<file path="src/rtl/anvil_bus_arbiter.sv">
// Merges the core's instruction and data ports onto one valid/ready memory port, round-robin on ties.
// Latency: grant 1 cycle after valid, ready pulse 1 cycle after m_ready; one access in flight, 3-cycle minimum.
module anvil_bus_arbiter #(
  parameter int ADDR_W = 32
) (
  input  logic              clk,
  input  logic              resetn,
  input  logic              i_valid,
  input  logic [ADDR_W-1:0] i_addr,
  input  logic [31:0]       i_wdata,
  input  logic [3:0]        i_wstrb,
  output logic              i_ready,
  output logic [31:0]       i_rdata,
  input  logic              d_valid,
  input  logic [ADDR_W-1:0] d_addr,
  input  logic [31:0]       d_wdata,
  input  logic [3:0]        d_wstrb,
  output logic              d_ready,
  output logic [31:0]       d_rdata,
  output logic              m_valid,
  output logic [ADDR_W-1:0] m_addr,
  output logic [31:0]       m_wdata,
  output logic [3:0]        m_wstrb,
  input  logic              m_ready,
  input  logic [31:0]       m_rdata
);

  typedef enum logic [1:0] {IDLE, BUSY, RESP} state_e;

  state_e            state_q;
  logic              owner_q;
  logic              last_q;
  logic              m_valid_q;
  logic [ADDR_W-1:0] m_addr_q;
  logic [31:0]       m_wdata_q;
  logic [3:0]        m_wstrb_q;
  logic              i_ready_q;
  logic              d_ready_q;
  logic [31:0]       i_rdata_q;
  logic [31:0]       d_rdata_q;
  logic              gnt_d;

  // Instruction write fields are tied off by the core and never forwarded.
  logic unused_ok;
  assign unused_ok = ^{i_wdata, i_wstrb};

  // 1 = data port wins; on a tie the master not served last time wins.
  assign gnt_d = (i_valid && d_valid) ? ~last_q : d_valid;

  always_ff @(posedge clk or negedge resetn) begin
    if (!resetn) begin
      state_q   <= IDLE;
      owner_q   <= 1'b0;
      last_q    <= 1'b0;
      m_valid_q <= 1'b0;
      m_addr_q  <= '0;
      m_wdata_q <= '0;
      m_wstrb_q <= '0;
      i_ready_q <= 1'b0;
      d_ready_q <= 1'b0;
      i_rdata_q <= '0;
      d_rdata_q <= '0;
    end else begin
      case (state_q)
        IDLE: begin
          if (i_valid || d_valid) begin
            m_valid_q <= 1'b1;
            owner_q   <= gnt_d;
            last_q    <= gnt_d;
            state_q   <= BUSY;
            if (gnt_d) begin
              m_addr_q  <= d_addr;
              m_wdata_q <= d_wdata;
              m_wstrb_q <= d_wstrb;
            end else begin
              m_addr_q  <= i_addr;
              m_wdata_q <= '0;
              m_wstrb_q <= '0;
            end
          end
        end
        BUSY: begin
          if (m_ready) begin
            m_valid_q <= 1'b0;
            m_wstrb_q <= '0;
            state_q   <= RESP;
            if (owner_q) begin
              d_ready_q <= 1'b1;
              d_rdata_q <= m_rdata;
            end else begin
              i_ready_q <= 1'b1;
              i_rdata_q <= m_rdata;
            end
          end
        end
        RESP: begin
          // Gap cycle so the master can drop valid before IDLE samples it again.
          i_ready_q <= 1'b0;
          d_ready_q <= 1'b0;
          state_q   <= IDLE;
        end
        default: state_q <= IDLE;
      endcase
    end
  end

  assign m_valid = m_valid_q;
  assign m_addr  = m_addr_q;
  assign m_wdata = m_wdata_q;
  assign m_wstrb = m_wstrb_q;
  assign i_ready = i_ready_q;
  assign d_ready = d_ready_q;
  assign i_rdata = i_rdata_q;
  assign d_rdata = d_rdata_q;

endmodule

</file>
<file path="config.mk">
export PLATFORM = sky130hd
export DESIGN_NAME = anvil_bus_arbiter
export DESIGN_NICKNAME = d
export VERILOG_FILES = /design/src/rtl/anvil_bus_arbiter.sv
export SDC_FILE = /design/constraint.sdc
export NUM_CORES = 1
export LEC_CHECK = 0
export BUFFER_PORTS_ARGS = -buffer_cell sky130_fd_sc_hd__buf_2
export CAP_MARGIN = 10
export CELL_PAD_IN_SITES_DETAIL_PLACEMENT = 1
export CELL_PAD_IN_SITES_GLOBAL_PLACEMENT = 1
export CORE_MARGIN = 2
export CORE_UTILIZATION = 33
export CTS_CLUSTER_DIAMETER = 60
export DETAILED_ROUTE_END_ITERATION = 16
export PLACE_DENSITY_LB_ADDON = 0.1
export SLEW_MARGIN = 10
export SYNTH_ARGS = -nofsm -noshare
export SYNTH_HDL_FRONTEND = slang
export SYNTH_SLANG_ARGS = --single-unit
export TNS_END_PERCENT = 30
</file>
<file path="constraint.sdc">
create_clock -name clk -period 1.7 [get_ports clk]
set_input_delay 0.425 -clock clk [delete_from_list [all_inputs] [get_ports clk]]
set_output_delay 0.425 -clock clk [all_outputs]
set_load 0.03 [all_outputs]
</file>
Word level (Yosys, flattened, before mapping)
Cells that the tools add are included.
- flip-flop bits (word level): 138
- word-level logic and storage cells: 48
- bitwise gates (word level): 1
- reductions and logical operators: 12
- muxes and demuxes: 19
- equal/unequal tests: 6
- operators by type and width (cell ; number):
    2-to-1 mux 32 bit ; 2
    AND reduction 3 bit ; 5
    2-to-1 mux 4 bit ; 3
    inequality test 2 bit, second input constant ; 4
    one-hot mux 4 bit (2 select lines) ; 1
    2-to-1 mux 1 bit ; 7
    one-hot mux 1 bit (2 select lines) ; 3
    2-to-1 mux 2 bit ; 2
    one-hot mux 2 bit (2 select lines) ; 1
    AND reduction 2 bit ; 2
    nonzero test 2 bit ; 2
    equality test 2 x 1 -> 1 bit, second input constant ; 1
    equality test 2 bit, second input constant ; 1
    logical NOT 2 bit ; 1
    logical AND 1 bit ; 1
    logical OR 1 bit ; 1
    inverter 1 bit ; 1

Depth between registers and ports, before layout
- word-level depth: 5
- depth in mapped cells: 6

Worst setup path after synthesis
No wires, ideal clock.
- path kind: reg2reg
- from: reg state_q[1]
- to: reg i_rdata_q[10], in the netlist i_rdata[10]
- arrival time: 1.372 ns
- path slack: 0.203 ns
- setup time: 0.125 ns
- required time: 1.575 ns
- stages on the path, launching flop included: 5
- cell sequence: dfrtp_1 -> nand3b_4 -> nor2_2 -> buf_2 -> mux2_2
- word-level cells in the longest chain between the ends: 2
- ends and longest elaborated chain (element ; line ; source):
    from (decl) ; 30 ; state_e state_q;
    from (signal assigned) ; 52 ; state_q <= IDLE;
    from (signal assigned) ; 70 ; state_q <= BUSY;
    from (signal assigned) ; 86 ; state_q <= RESP;
    equality test 2 x 1 -> 1 bit ; 64 ; case (state_q)
    AND reduction 3 bit (no source line) ; - ;
    to (signal assigned) ; 92 ; i_rdata_q <= m_rdata;
    to (decl) ; 39 ; logic [31:0] i_rdata_q;
No other way between the ends.
A chain may end at the register's enable or synchronous reset.

Worst setup path in the final report
- from: reg state_q[0]
- to: reg m_wdata_q[6], in the netlist m_wdata[6]
- word-level cells in the longest chain between the ends: 2
- ends and longest elaborated chain (element ; line ; source):
    logical NOT 2 bit ; 64 ;
    AND reduction 2 bit (no source line) ; - ;
    to (signal assigned) ; 73 ; m_wdata_q <= d_wdata;
    to (decl) ; 35 ; logic [31:0] m_wdata_q;
No other way between the ends.

==> flow_summary.toml <==
[sta]
max_freq_mhz = 669
final_max_slew_viol_count = 0
fin_crit_ns = 1.50
rsz0062_at_grt = "false"
clock_skew_ns = 0.00457
finalSetupTns_ns = 0
holdWs_ns = 0.229
worst_slew_pin_slew_ns = 0.349
setup-violations-final = 0
timing.final.crit_share = 0.880
hold_violations = 0
slew_headroom = 0.767

[critical_path]
cp_max_fo = 35
crit_slowest_cell = "dfrtp_1"
criticalPathCategory = "flop to flop"
worst_ep_arrival_time_ns = 1.80
worst_setup_path_start_kind = "flop"
critical_path.top_delay_family = "simple AND/OR/NAND/NOR gates"
r2r-start = "state_q[0]"
path_cells = "nor2_2, nand2_1, buf_12, a22o_1"
worstPathRequired_ns = 2.00
cp-end-kind = "flop"
max_stage_delay_ns = 0.44
cp-startpoint = "state_q[0]"
worst-path-buf-inv = 1

[logic_synthesis]
ys_types = 23
synth_most_common_cell = "dfrtp_1"
yosysWarnings = 0
synthTopCellsByCount = "138 x dfrtp_1, 70 x nand2_1, 64 x mux2_2"
seq_area_frac_synth = 0.640
netlist_instances = 420
ys_seq_elements = 138
yosysTopAreaCellShare = 0.640
synth_flop_cell = "dfrtp_1"
syn_nets = 593
syn_avg_cell_area_sq_um = 12.9
yosys-top-cells-area = "dfrtp_1 64%, mux2_2 13%, a22o_1 5.8%, nand2_1 4.9%, a31oi_1 3.7%"
synth_edf_count = 0
synth_largest_area_cell = "dfrtp_1"
netlist_area_sq_um = 5400
ys_async_sr_fraction = 1.00

[route]
drt_wl_total_um = 16000
num_vias = 4433
post_drt_wl_per_cell_um = 17.2
drt-initial-drc-count = 148
route.detailed.drc = 0
via_per_inst = 4.78
firstDrtPassIters = 4
drtAntennaViolNets = 0

[clock_tree]
post_cts_buffers = 0
cts_buffer_depth = 2
cts_resized = 0
clk_pin_slew_worst_paths_ns = 0.06
cts_sinks = 138
cts_hold_buf = 1
clk_latency_ns = 0.41
cts_tree = "done"
h-tree-depth = 4
numCtsBuffers = 17
cts_root_buf = "clkbuf_16"

[grt]
grt_pass1_vias = 4938
grt_pass1_wl_um = 25900
grt_max_degree = 58
antenna_found_initial = 1
grt_overflow_total = 0
grtUsageTotal = 0.189

[finish]
stdcell_area_sq_um = 7830
nets = 871
drive_above_1_share = 0.550
multi_input_area_sq_um = 1790
finalNonFillerCells = 928
ff_latch_area_sq_um = 3450
area_growth_pct = 45.0
fill_cells = 1773

[die]
die_w_um = 132
pin_count = 308
die_h_um = 132
core_sq_um = 15900
start_util = 0.339
rows = 46
dieArea_sq_um = 17400

[power]
leakagePower_nw = 3.94
power_w = 0.0185
power.density_nw_per_um2 = 2360
vdd_drop_max_mv = 0.813

[min_path]
min-delay-start = "d_wdata[18]"
worstHoldPathType = "input pin to flop"

[place]
place.gp.congestion = 0.740
dpl_cell_area_sq_um = 7160
placed_cells = 894
dp_hpwl_um = 11700
port_buffers = 271

[job]
drv_cap = 0

[outcome]
outcome = "completed"
## cells by family (layout without fill, tap and decap cells)
kind of cell | Yosys count | count (layout) | synth area share
compound gates | 106 | 106 | 0.134
buf+inv | 33 | 324 | 0.0297
mux | 64 | 64 | 0.134
flops | 138 | 138 | 0.640
other cells | 0 | 1 | 0
simple gates | 79 | 79 | 0.0633
## final cells by class
class                   count  share of cell area
flip-flops and latches    138               0.441
multi-input cells         249               0.229
repair buffers            290               0.210
clock buffers              18              0.0561
well taps                 216              0.0345
clock inverters            14              0.0278
inverters                   2            0.000959
diodes                      1            0.000320
## flip-flops by register name, summed over array words and instances, names as in the netlist
name     flops
m_addr      32
i_rdata     32
i_ready      1
state_q      2
d_rdata     32
d_ready      1
m_valid      1
m_wstrb      4
last_q       1
m_wdata     32
## per-layer routing
metal	GRT usage	vias to the layer above	wire length [um]	part of all wire
li1	-	2054	-	-
met5	0	-	0	0
met2	0.335	165	8320	0.52
met4	0.0707	0	320	0.020
met1	0.208	2192	6230	0.39
met3	0.0646	22	1100	0.069
## where the power goes
| group | internal, W | switching (W) |
|---|---|---|
| Clock | 0.00265 | 0.00142 |
| Sequential | 0.00495 | 0.000869 |
| Combinational | 0.00295 | 0.00563 |
## final timing paths
kind	end	slack, ns	cells past startpoint
setup / recovery	m_wdata[6]	0.20	4
hold / removal	m_wdata[18]	0.23	2
setup reg to reg	m_wdata[6]	0.20	4
hold reg to reg	m_valid	0.47	2
max in group asynchronous	m_wstrb[3]	0.58	3
min in group asynchronous	i_rdata[2]	0.47	2
## through the flow
| step | setup slack [ns] | utilization |
|---|---|---|
| final | 0.205 | 0.491 |
| after global routing | 0.0872 | 0.491 |
| after detailed placement | 0.142 | 0.449 |
| after global placement | 0.170 | 0.449 |
| after CTS | 0.168 | 0.491 |
| after floorplan | 0.203 | - |
## cell usage in the layout (no fill, tap or decap), drive strengths merged
cell	synthesis	layout
a211o	1	1
dfrtp	138	138
o21ai	1	1
bufinv	0	5
nand2b	2	2
buf	17	289
clkinv	0	4
mux2	64	64
a31oi	32	32
nand3b	1	1
a21boi	1	1
a22o	36	36
clkbuf	14	18
dlygate4sd3	0	1
inv	2	4
nor2	2	2
nor3	2	2
or2	1	1
clkinvlp	0	3
and2	1	1
nand2	70	70
diode	0	1
a21oi	32	32
a21bo	1	1
a21o	2	2
Note: power is estimated with default switching activity, not from simulation.
